==> src/rtl/tone_pkg.sv <==
// Note codes, nominal periods and classification thresholds shared by the tone decoder.
package tone_pkg;

  localparam int unsigned PERIOD_W  = 20;
  localparam int unsigned CODE_W    = 5;
  localparam int unsigned NUM_NOTES = 21;
  localparam int unsigned NUM_THR   = 22;

  localparam logic [CODE_W-1:0] NOTE_REST = 5'd0;
  localparam logic [CODE_W-1:0] MIN_DO = 5'd1;
  localparam logic [CODE_W-1:0] MIN_RE = 5'd2;
  localparam logic [CODE_W-1:0] MIN_MI = 5'd3;
  localparam logic [CODE_W-1:0] MIN_FA = 5'd4;
  localparam logic [CODE_W-1:0] MIN_SO = 5'd5;
  localparam logic [CODE_W-1:0] MIN_LA = 5'd6;
  localparam logic [CODE_W-1:0] MIN_XI = 5'd7;
  localparam logic [CODE_W-1:0] MID_DO = 5'd8;
  localparam logic [CODE_W-1:0] MID_RE = 5'd9;
  localparam logic [CODE_W-1:0] MID_MI = 5'd10;
  localparam logic [CODE_W-1:0] MID_FA = 5'd11;
  localparam logic [CODE_W-1:0] MID_SO = 5'd12;
  localparam logic [CODE_W-1:0] MID_LA = 5'd13;
  localparam logic [CODE_W-1:0] MID_XI = 5'd14;
  localparam logic [CODE_W-1:0] MAX_DO = 5'd15;
  localparam logic [CODE_W-1:0] MAX_RE = 5'd16;
  localparam logic [CODE_W-1:0] MAX_MI = 5'd17;
  localparam logic [CODE_W-1:0] MAX_FA = 5'd18;
  localparam logic [CODE_W-1:0] MAX_SO = 5'd19;
  localparam logic [CODE_W-1:0] MAX_LA = 5'd20;
  localparam logic [CODE_W-1:0] MAX_XI = 5'd21;

  localparam logic [1:0] ST_IDLE    = 2'd0;
  localparam logic [1:0] ST_ACQUIRE = 2'd1;
  localparam logic [1:0] ST_LOCKED  = 2'd2;

  // Frequency in Hz of note code 1..21 (low octave doubled per octave step)
  function automatic int unsigned note_freq(input int unsigned code);
    int unsigned base;
    base = 0;
    if (code != 0) begin
      case ((code - 1) % 7)
        0:       base = 262;
        1:       base = 294;
        2:       base = 330;
        3:       base = 349;
        4:       base = 392;
        5:       base = 440;
        default: base = 494;
      endcase
      base = base << ((code - 1) / 7);
    end
    return base;
  endfunction

  function automatic int unsigned nominal_period(input int unsigned clk_hz, input int unsigned code);
    return clk_hz / note_freq(code);
  endfunction

  // Threshold idx separates bin idx (longer periods) from bin idx+1; outer edges are +/-5%
  function automatic logic [PERIOD_W-1:0] bin_threshold(input int unsigned clk_hz, input int unsigned idx);
    int unsigned p;
    if (idx == 0) begin
      p = nominal_period(clk_hz, 1);
      p = p + p / 20;
    end else if (idx >= NUM_NOTES) begin
      p = nominal_period(clk_hz, NUM_NOTES);
      p = p - p / 20;
    end else begin
      p = (nominal_period(clk_hz, idx) + nominal_period(clk_hz, idx + 1)) / 2;
    end
    if (p > (1 << PERIOD_W) - 1) p = (1 << PERIOD_W) - 1;
    return PERIOD_W'(p);
  endfunction

endpackage

==> src/rtl/tone_classify.sv <==
// Maps a measured tone period to a note code via the package thresholds; registered result.
module tone_classify
  import tone_pkg::*;
#(
  parameter int unsigned CLK_HZ = 100_000_000
) (
  input  logic                clk,
  input  logic                rst,
  input  logic                sample,
  input  logic [PERIOD_W-1:0] period,
  output logic                code_valid,
  output logic [CODE_W-1:0]   code
);

  logic [PERIOD_W-1:0] thr [NUM_THR];

  for (genvar g = 0; g < NUM_THR; g++) begin : g_thr
    localparam logic [PERIOD_W-1:0] THR = bin_threshold(CLK_HZ, g);
    assign thr[g] = THR;
  end

  logic [CODE_W-1:0] code_c;

  always_comb begin
    code_c = NOTE_REST;
    for (int unsigned k = 1; k < NUM_THR; k++) begin
      if (period <= thr[k-1] && period > thr[k]) code_c = CODE_W'(k);
    end
  end

  always_ff @(posedge clk or posedge rst) begin
    if (rst) begin
      code_valid <= 1'b0;
      code       <= NOTE_REST;
    end else begin
      code_valid <= sample;
      if (sample) code <= code_c;
    end
  end

endmodule

==> src/rtl/tone_decoder.sv <==
// Square-wave tone decoder: measures rising-edge periods and reports locked notes.
// Optional macro TONE_DECODER_DUR_EN adds per-note duration in milliseconds.
module tone_decoder
  import tone_pkg::*;
#(
  parameter int unsigned CLK_HZ      = 100_000_000,
  parameter int unsigned STABLE_CNT  = 3,
  parameter int unsigned SILENCE_CYC = 1_000_000
) (
  input  logic              clk,
  input  logic              rst,
  input  logic              tone_in,
  output logic [CODE_W-1:0] note_code,
  output logic              note_valid,
  output logic              note_start,
  output logic              note_end,
  output logic [15:0]       note_dur_ms
);

  localparam int unsigned SIL_W = $clog2(SILENCE_CYC + 1);
  localparam int unsigned STB_W = $clog2(STABLE_CNT + 1);
  localparam logic [PERIOD_W-1:0] PERIOD_MAX = '1;
  localparam logic [SIL_W-1:0]    SIL_LAST   = SIL_W'(SILENCE_CYC - 1);
  localparam logic [SIL_W-1:0]    SIL_END    = SIL_W'(SILENCE_CYC);
  localparam logic [STB_W-1:0]    STB_N      = STB_W'(STABLE_CNT);

  // sync[1:0] is the synchronizer, sync[2] the edge-detect history
  logic [2:0] sync;
  logic       rise;

  always_ff @(posedge clk or posedge rst) begin
    if (rst) sync <= '0;
    else     sync <= {sync[1:0], tone_in};
  end

  assign rise = sync[1] & ~sync[2];

  logic [PERIOD_W-1:0] prd;
  logic [SIL_W-1:0]    sil;
  logic                hit_q;

  always_ff @(posedge clk or posedge rst) begin
    if (rst) begin
      prd   <= '0;
      sil   <= '0;
      hit_q <= 1'b0;
    end else begin
      if (rise)                   prd <= PERIOD_W'(1);
      else if (prd != PERIOD_MAX) prd <= prd + PERIOD_W'(1);
      // Timeout is registered so it lines up with the classifier pipeline; an edge cancels it
      hit_q <= ~rise && (sil == SIL_LAST);
      if (rise)                sil <= '0;
      else if (sil != SIL_END) sil <= sil + SIL_W'(1);
    end
  end

  logic              cls_valid;
  logic [CODE_W-1:0] cls_code;

  tone_classify #(.CLK_HZ(CLK_HZ)) u_classify (
    .clk        (clk),
    .rst        (rst),
    .sample     (rise),
    .period     (prd),
    .code_valid (cls_valid),
    .code       (cls_code)
  );

  logic [1:0]        state, state_n;
  logic [CODE_W-1:0] cand, cand_n;
  logic [STB_W-1:0]  cnt, cnt_n;
  logic              start_c, end_c;

  always_ff @(posedge clk or posedge rst) begin
    if (rst) begin
      state <= ST_IDLE;
      cand  <= NOTE_REST;
      cnt   <= '0;
    end else begin
      state <= state_n;
      cand  <= cand_n;
      cnt   <= cnt_n;
    end
  end

  // In LOCKED, cand holds the locked note code
  always_comb begin
    state_n = state;
    cand_n  = cand;
    cnt_n   = cnt;
    start_c = 1'b0;
    end_c   = 1'b0;
    case (state)
      ST_IDLE: begin
        if (cls_valid) begin
          state_n = ST_ACQUIRE;
          cand_n  = NOTE_REST;
          cnt_n   = '0;
        end
      end
      ST_ACQUIRE: begin
        if (hit_q) begin
          state_n = ST_IDLE;
          cand_n  = NOTE_REST;
          cnt_n   = '0;
        end else if (cls_valid) begin
          if (cls_code == NOTE_REST) begin
            cand_n = NOTE_REST;
            cnt_n  = '0;
          end else if (cls_code == cand) begin
            cnt_n = cnt + STB_W'(1);
          end else begin
            cand_n = cls_code;
            cnt_n  = STB_W'(1);
          end
          if (cand_n != NOTE_REST && cnt_n >= STB_N) begin
            state_n = ST_LOCKED;
            start_c = 1'b1;
          end
        end
      end
      ST_LOCKED: begin
        if (hit_q) begin
          state_n = ST_IDLE;
          end_c   = 1'b1;
          cand_n  = NOTE_REST;
          cnt_n   = '0;
        end else if (cls_valid && cls_code != cand) begin
          state_n = ST_ACQUIRE;
          end_c   = 1'b1;
          cand_n  = cls_code;
          cnt_n   = (cls_code == NOTE_REST) ? STB_W'(0) : STB_W'(1);
        end
      end
      default: begin
        state_n = ST_IDLE;
        cand_n  = NOTE_REST;
        cnt_n   = '0;
      end
    endcase
  end

  always_ff @(posedge clk or posedge rst) begin
    if (rst) begin
      note_code  <= NOTE_REST;
      note_valid <= 1'b0;
      note_start <= 1'b0;
      note_end   <= 1'b0;
    end else begin
      note_code  <= (state_n == ST_LOCKED) ? cand_n : NOTE_REST;
      note_valid <= (state_n == ST_LOCKED);
      note_start <= start_c;
      note_end   <= end_c;
    end
  end

`ifdef TONE_DECODER_DUR_EN
  localparam int unsigned TICK_DIV = CLK_HZ / 1000;
  localparam int unsigned TICK_W   = $clog2(TICK_DIV + 1);
  localparam logic [TICK_W-1:0] TICK_LAST = TICK_W'(TICK_DIV - 1);

  logic [TICK_W-1:0] pre;
  logic              tick;
  logic [15:0]       ms;

  assign tick = (pre == TICK_LAST);

  // Free-running ms prescaler; the ms counter restarts with each locked note
  always_ff @(posedge clk or posedge rst) begin
    if (rst) begin
      pre         <= '0;
      ms          <= '0;
      note_dur_ms <= '0;
    end else begin
      pre <= tick ? '0 : pre + TICK_W'(1);
      if (start_c)                                        ms <= '0;
      else if (tick && state == ST_LOCKED && ms != 16'hFFFF) ms <= ms + 16'd1;
      if (end_c) note_dur_ms <= ms;
    end
  end
`else
  assign note_dur_ms = '0;
`endif

endmodule

==> config.mk <==
export PLATFORM = sky130hd
export DESIGN_NAME = tone_decoder
export DESIGN_NICKNAME = d
export VERILOG_FILES = /design/src/rtl/tone_pkg.sv /design/src/rtl/tone_classify.sv /design/src/rtl/tone_decoder.sv
export SDC_FILE = /design/constraint.sdc
export NUM_CORES = 1
export LEC_CHECK = 0
export CORE_UTILIZATION = 35
export CTS_CLUSTER_DIAMETER = 80
export DETAILED_ROUTE_END_ITERATION = 10
export HOLD_SLACK_MARGIN = 0.05
export SLEW_MARGIN = 15
export SYNTH_ARGS = -nofsm -noshare
export SYNTH_HDL_FRONTEND = slang
export SYNTH_HIERARCHICAL = 1
export SYNTH_SLANG_ARGS = --single-unit
export TNS_END_PERCENT = 10
==> constraint.sdc <==
create_clock -name clk -period 4.95 [get_ports clk]
set_clock_uncertainty 0.15 [all_clocks]
set_input_delay 0.7425 -clock clk [delete_from_list [all_inputs] [get_ports clk]]
set_output_delay 0.7425 -clock clk [all_outputs]
set_load 0.02 [all_outputs]
==> out/results.txt, run 1 <==
synthesized area per cell: 8.27 um2
clock buffer depth: 2
Worst path slowest cell: dfrtp_1
Hold Buf Count CTS: 0
I/O pin total: 27
Nets: 619
WL/cell: 18.8 um
Final Slew Violations: 0
grt ovf: 0
Final ANT Viol Nets: 0
Post-Place Worst Slack: 1760 ps
final hold violation count: 0
final setup fails: 0
Overall Power: 1.85 mW
Min Clock Period, post-route: 3300 ps
CTS tree: yes
peak supply drop: 0.000173 V
CP max stage delay: 670 ps
number of enable flip-flop cells after synthesis: 0
Clock Latency Late Sink: 330 ps
R2R depth: 7
Synth area leader: dfrtp_1
Initial Utilization: 35.7%
Synth top area share: 32.4%
Reg2Reg Launch Point: prd[15]
largest net degree at the start of global routing: 50
Crit Path Class: flop to flop
period utilization: 66.6%
Synth area leaders: dfrtp_1 (32%), nor2_1 (6.0%), xor2_1 (3.4%)
initial DRC count: 654
CP Launch Point: prd[15]
max-cap violation count: 0
cell total after placement: 782
WHS Path Cells: 0
pwr dens: 327 nW/um2
Root Buffer Master: clkbuf_16
element type at the critical path end: flop
Post-Synthesis Cells: 625
Layout Utilization: 39.0%
Hold Startpoint: sync[0]
status: finished clean
Die Wd: 124 um
n_diodes: 0
cts repair resizes: 0
worst hold path type: flop to flop
critical path data arrival time: 3340 ps
Post-Route Setup TNS: 0 ps
worst path cell trace: nor3_1 > nand4_1 > or4_1 > o21ai_0 > a2bb2oi_2 > nor4b_1 > a221oi_2
startpoint types: flop
leakage: 2.19 nW
unrepaired setup endpoints after global routing: false
DP HPWL: 10600 um
crit path setup slack, layout: 1650 ps
fraction of layout cells with a size suffix above 1: 9.61%
top_reg_cell synth: dfrtp_1
area of the mapped netlist: 5170 um2
first-pass GRT wire length: 24400 um
core area: 14500 um2
Max transition margin: 44.9%
xor and xnor area share after synthesis: 6.75%
TritonRoute pass-1 iters: 6
Yosys cell types: 84
sequential share of the synthesized area: 32.4%
post-route insts no fill: 798
mux cell area share after synthesis: 0.992%
die area: 15300 um2
Syn-to-layout area delta: 9.27%
Commonest cells post-synth: nor2_1 (82), dfrtp_1 (67), nand2_1 (37)
vias per inst: 6.11
simple logic cell fraction of the synthesized area: 32.9%
initial antenna violation count: 0
DP Area: 5300 um2
postcts setup bufs: 0
Die Height: 124 um
largest family of logic cells by synthesized area: simple AND/OR/NAND/NOR gates
CTS buffer count: 9
Clk pin slew, worst setup/hold paths: 60 ps
CP required: 4990 ps
Post-Synth Adder-Cell Area: 1.69%
via count: 4878
H-Tree Depth: 3
Synth async-reset ratio: 100%
crit path max fanout: 21
Max Freq: 0.303 GHz
Hold WS: 201 ps
Rows: 44
vias in the first global route: 4512
GP Congestion: 0.928
final wirelength: 15000 um
residual DRC count: 0
# port buffers: 10
Slew @ Worst Pin: 827 ps
Compound-Gate Fraction of Synth Area: 18.2%
Seq cells post-synth: 67
most common cell in the netlist: nor2_1
synth warn: 6
clock sink count: 67
gr usage total: 20.7%
fin area: 5650 um2
-- state kept, by name, summed over array words and instances, names as in the netlist, 2 cells and up --
| signal | flops |
|---|---|
| note_code | 5 |
| prd | 20 |
| sil | 20 |
| cand | 5 |
| cnt | 2 |
| state | 2 |
| u_classify/code | 5 |
| sync | 3 |
-- placed cells by master, fill, tap and decap left out, types with 5 or more instances in the layout --
cell and n:
or3_1 10, and4_1 6, xnor2_1 13, o31ai_1 5
nand2_1 37, inv_1 17, and3_1 10, conb_1 16
nor2b_1 5, dfrtp_1 67, nor2_1 82, a31oi_1 10
and2_1 5, ha_1 7, clkbuf_16 9, nor3_1 32
xor2_1 20, or4_1 6, nor4b_1 9, nand4_1 17
nor4_1 9, a21oi_1 34, o21ai_0 24, nand2b_1 7
nand3_1 23, nand3b_1 5, o211ai_2 6, clkdlybuf4s50_1 10
o21a_1 6, a211oi_1 7
-- kinds of logic (layout without fill, tap and decap cells) --
| kind of cell | after synthesis | after routing |
|---|---|---|
| adder cells (fa/ha/maj) | 7 | 7 |
| buffers and inverters | 75 | 49 |
| flip-flops | 67 | 67 |
| other | 1 | 16 |
| AND/OR/NAND/NOR | 300 | 300 |
| AO/OA/AOI/OAI | 134 | 134 |
| XOR/XNOR | 36 | 36 |
| multiplexers | 5 | 5 |
-- per-layer routing --
layer	wire, um	GRT usage, %	vias to the layer above
li1	-	-	2246
met3	1290	5.54	39
met5	0	0	-
met4	425	8.36	0
met2	6620	31.8	252
met1	6630	27.5	2341
-- path summary, 6_finish.rpt --
check                           slack [ps]                  to
worst min register to register         200             sync[1]
min in group asynchronous              530  u_classify/code[3]
worst min-delay path                   200             sync[1]
worst max register to register        1650  u_classify/code[0]
max in group asynchronous             3050              prd[5]
worst max-delay path                  1650  u_classify/code[0]
-- report_power, final --
group | internal, mW | switching, mW | total (mW)
clock | 0.496 | 0.238 | 0.734
combinational | 0.164 | 0.241 | 0.405
sequential | 0.596 | 0.114 | 0.710
-- area by class of cell --
type                            count  area [um2]
Clock buffer                       13         280
Clock inverter                      3        67.6
Fill cell                        1462        8830
Inverter                           20        75.1
Multi-Input combinational cell    498        3200
Sequential cell                    67        1680
Tap cell                          184         230
Timing Repair Buffer               13         123
-- worst max-delay path: cells and delay by family, from the launching register on --
| kind | cells | cell delay, ps |
|---|---|---|
| compound gates | 3 | 570 |
| simple gates | 4 | 1760 |
| flops | 1 | 670 |
No activity file was read; power rests on OpenSTA's default activity.
==> inputs of run 2 (changes only) <==
- clock period: 4.95 -> 3 ns (I/O delays scaled with it)
==> out/results.txt, run 2 (synthesis gave the netlist of run 1 again) <==
vias in the first global route: 4834
I/O pin total: 27
TritonRoute pass-1 iters: 5
crit path max fanout: 6
CP required: 3090 ps
Syn-to-layout area delta: 15.7%
flop2flop setup slack: 230 ps
commonest non-fill, non-tap cell in the layout: nor2_1
Rows: 44
Post-Route Setup TNS: 0 ps
Hold WS: 195 ps
max-cap violation count: 0
Max transition margin: 58.9%
Largest regs: prd (20), sil (20)
Root Buffer Master: clkbuf_16
final setup fails: 0
final hold violation count: 0
via count: 5015
die area: 15300 um2
CTS tree: yes
Filler Cells Inserted: 1441
n_diodes: 0
Die Height: 124 um
status: finished clean
Hold Startpoint: sync[0]
Initial Utilization: 35.7%
period utilization: 92.4%
Max Freq: 0.361 GHz
final wirelength: 15700 um
Switching Power: 1.00 mW
M2 GR Usage: 34.4%
Clk pin slew, worst setup/hold paths: 60 ps
fin area: 5980 um2
post-route insts no fill: 847
residual DRC count: 0
initial DRC count: 521
core area: 14500 um2
Reg2Reg Launch Point: prd[11]
Power Internal: 2.02 mW
WL/cell: 18.5 um
# port buffers: 10
CTS buffer count: 9
postcts setup bufs: 0
leakage: 2.41 nW
commonest cells after routing, fill and taps aside: nor2_1 (82), dfrtp_1 (67), buf_4 (52)
Sequential Power Share: 37.8%
Slew @ Worst Pin: 614 ps
switching share of power: 33.2%
gr usage total: 21.8%
worst hold path type: flop to flop
initial antenna violation count: 0
DP HPWL: 11600 um
element type at the critical path end: flop
r2r endpoint: u_classify/code[0]
met1 usage in global routing: 28.6%
met3 GRT Util: 5.12%
R2R depth: 8
vias per inst: 5.92
Clock Latency Late Sink: 340 ps
GP Congestion: 0.979
grt ovf: 0
Final Slew Violations: 0
cell total after placement: 831
clock sink count: 67
Final ANT Viol Nets: 0
Clock power frac: 37.2%
fraction of layout cells with a size suffix above 1: 16.0%
critical path data arrival time: 2860 ps
Die Wd: 124 um
peak supply drop: 0.000288 V
unrepaired setup endpoints after global routing: false
worst hold endpoint: sync[1]
startpoint types: flop
pwr dens: 505 nW/um2
Crit Path Class: flop to flop
Min Clock Period, post-route: 2770 ps
Hold Buf Count CTS: 0
H-Tree Depth: 3
first-pass GRT wire length: 25500 um
DP Area: 5670 um2
Nets: 668
logic gate share of total power: 25.0%
WHS Path Cells: 0
clock buffer depth: 2
busiest grt layer: met2
largest net degree at the start of global routing: 36
run 2: through the flow:
step	utilization, %	worst slack [ps]	power, mW
floorplan	-	445	1.69
global route	41.3	58.2	3.18
detailed placement	39.2	261	1.89
global placement	39.2	216	1.88
CTS	41.3	228	3.03
finish	41.3	228	3.02
run 2: what timing repair did:
action,4_1_cts,5_1_grt
endpoints found under the hold margin,0,0
resized for setup,0,1
endpoints found under the setup margin,0,2
run 2: power groups by stage:
stage               clock [mW]  sequential (mW)  combinational (mW)
finish                    1.12             1.14               0.756
global route              1.19             1.16               0.832
CTS                       1.15             1.14               0.745
detailed placement           0             1.15               0.738
global placement             0             1.15               0.732
floorplan                    0             1.10               0.592
run 2: layout make-up:
class / instances / area, um2 / area share, %
sequential: 67 / 1680 / 28.0
timing repair buffer: 62 / 490 / 8.20
inverter: 20 / 75.1 / 1.25
multi-input combinational: 498 / 3200 / 53.5
clock inverter: 5 / 77.6 / 1.30
clock buffer: 11 / 233 / 3.89
tap: 184 / 230 / 3.85
run 2: worst max path at each step:
stage,start,to,slack (ps),depth (start not counted)
floorplan,prd[10],u_classify/code[0],450,8
global placement,prd[6],u_classify/code[0],220,9
detailed placement,prd[11],u_classify/code[0],260,8
CTS,prd[6],u_classify/code[0],230,9
global route,prd[19],u_classify/code[0],60,7
finish,prd[11],u_classify/code[0],230,8
run 2: per-layer routing:
metal	wire (um)	vias up
li1	-	2335
met1	6630	2400
met2	7250	235
met3	1270	45
met4	515	0
met5	0	-
run 2: critical path, cell delays in order (launching register included):
cell      delay [ps]
dfrtp_1          450
buf_4            180
or4b_1           560
or4_1            530
a31oi_1          270
nand3_1          120
nand3_1          100
nor4b_1           70
a221oi_2         240
==> inputs of run 3 (changes only) <==
- GPL_TIMING_DRIVEN: not set -> 0
- SETUP_SLACK_MARGIN: not set -> 0.1
==> out/results.txt, run 3 (synthesis gave the netlist of run 1 again) <==
H-Tree Depth: 3
Max transition margin: 48.2%
WHS Path Cells: 0
startpoint types: flop
n_diodes: 0
switching share of power: 35.4%
crit path setup slack, layout: 162 ps
Nets: 672
crit path max fanout: 12
CP max stage delay: 650 ps
peak supply drop: 0.000308 V
gr usage total: 22.0%
Reg2Reg Launch Point: prd[15]
Worst path slowest cell: dfrtp_1
Sequential Power Share: 39.1%
CP Launch Point: prd[15]
final hold violation count: 0
CP required: 3040 ps
Hold Startpoint: sync[0]
Clock power frac: 33.6%
via count: 5057
Final Slew Violations: 0
commonest cells after routing, fill and taps aside: nor2_1 (80), dfrtp_1 (65), nand2_1 (37)
fraction of layout cells with a size suffix above 1: 17.8%
Die Height: 124 um
die area: 15300 um2
Hold Buf Count CTS: 0
Max Freq: 0.352 GHz
Layout Utilization: 41.6%
CTS tree: yes
leakage: 2.42 nW
Min Clock Period, post-route: 2840 ps
Syn-to-layout area delta: 16.4%
Switching Power: 1.02 mW
Post-Place Worst Slack: -261 ps
Crit path max-delay family: compound AO/OA/AOI/OAI gates
status: finished clean
fin area: 6020 um2
clock sink count: 67
Power Internal: 1.86 mW
Initial Utilization: 35.7%
unrepaired setup endpoints after global routing: false
period utilization: 94.6%
residual DRC count: 0
worst hold path type: flop to flop
DP HPWL: 11400 um
Slew @ Worst Pin: 778 ps
clock buffer depth: 2
DP Area: 5560 um2
Root Buffer Master: clkbuf_16
R2R depth: 7
logic gate share of total power: 27.3%
vias in the first global route: 4698
# port buffers: 10
pwr dens: 479 nW/um2
Largest regs: prd (20), sil (20)
largest net degree at the start of global routing: 62
CTS buffer count: 9
core area: 14500 um2
critical path data arrival time: 2880 ps
first-pass GRT wire length: 25800 um
TritonRoute pass-1 iters: 8
WL/cell: 18.5 um
Final ANT Viol Nets: 0
commonest non-fill, non-tap cell in the layout: nor2_1
Post-Route Setup TNS: 0 ps
element type at the critical path end: flop
vias per inst: 5.94
initial DRC count: 662
critical path depth: 7
Crit Path Class: flop to flop
Clock Latency Late Sink: 330 ps
final wirelength: 15700 um
initial antenna violation count: 0
max-cap violation count: 0
final setup fails: 0
Rows: 44
I/O pin total: 27
Buf/Inv on CP: 1
grt ovf: 0
GP Congestion: 1.01
worst path cell trace: clkbuf_2 > nand3b_1 > a311oi_1 > a211oi_1 > o32ai_1 > nor4b_2 > a221oi_2
Die Wd: 124 um
Clk pin slew, worst setup/hold paths: 50 ps
-- run 3: final cells by class --
type,count,area [um2]
fillers,1438,8460
multi-input cells,498,3330
flip-flops and latches,67,1680
plain buffers,55,318
clock buffers,12,246
well taps,184,230
repair buffers,11,108
inverters,20,81.3
clock inverters,4,26.3
-- run 3: worst reg2reg max path, delay by kind of cell, from the launching register on --
family | cells | cell delay (ps)
AO/OA/AOI/OAI | 4 | 920
AND/OR/NAND/NOR | 2 | 610
flip-flops | 1 | 650
buffers and inverters | 1 | 360
-- run 3: repair_timing --
item                                    4_1_cts  5_1_grt
endpoints found under the setup margin        3        5
resized for setup                            13       61
pin swaps                                     0        2
hold endpoints to repair                      0        0
buffers inserted                              0        1
-- run 3: through the flow --
| step | std cells | total power, mW | hold slack, ps |
|---|---|---|---|
| after floorplan | 640 | 1.69 | 91.0 |
| after global placement | 834 | 1.87 | 184 |
| after detailed placement | 834 | 1.89 | 187 |
| after CTS | 850 | 2.88 | 200 |
| after global routing | 851 | 3.05 | 202 |
| final | 851 | 2.88 | 197 |
-- run 3: path summary, 6_finish.rpt --
path,end,slack [ps]
min in group asynchronous,u_classify/code[4],290
worst min register to register,sync[1],200
max in group asynchronous,prd[14],1630
worst min-delay path,sync[1],200
worst max-delay path,u_classify/code[0],160
worst max register to register,u_classify/code[0],160
-- run 3: routing by layer --
layer | vias to the layer above | part of all wire, % | global-route usage, %
met5 | - | 0 | 0
met4 | 0 | 1.9 | 6.55
met3 | 27 | 8.0 | 5.72
met2 | 242 | 45 | 33.8
met1 | 2439 | 45 | 30.1
li1 | 2349 | - | -
-- run 3: power groups by stage --
stage	Clock [mW]	Sequential [mW]	Combinational, mW
2_1_floorplan	0	1.10	0.592
3_5_place_dp	0	1.14	0.750
4_1_cts	0.999	1.12	0.755
5_1_grt	1.03	1.14	0.869
6_report	0.968	1.13	0.788
3_3_place_gp	0	1.13	0.742
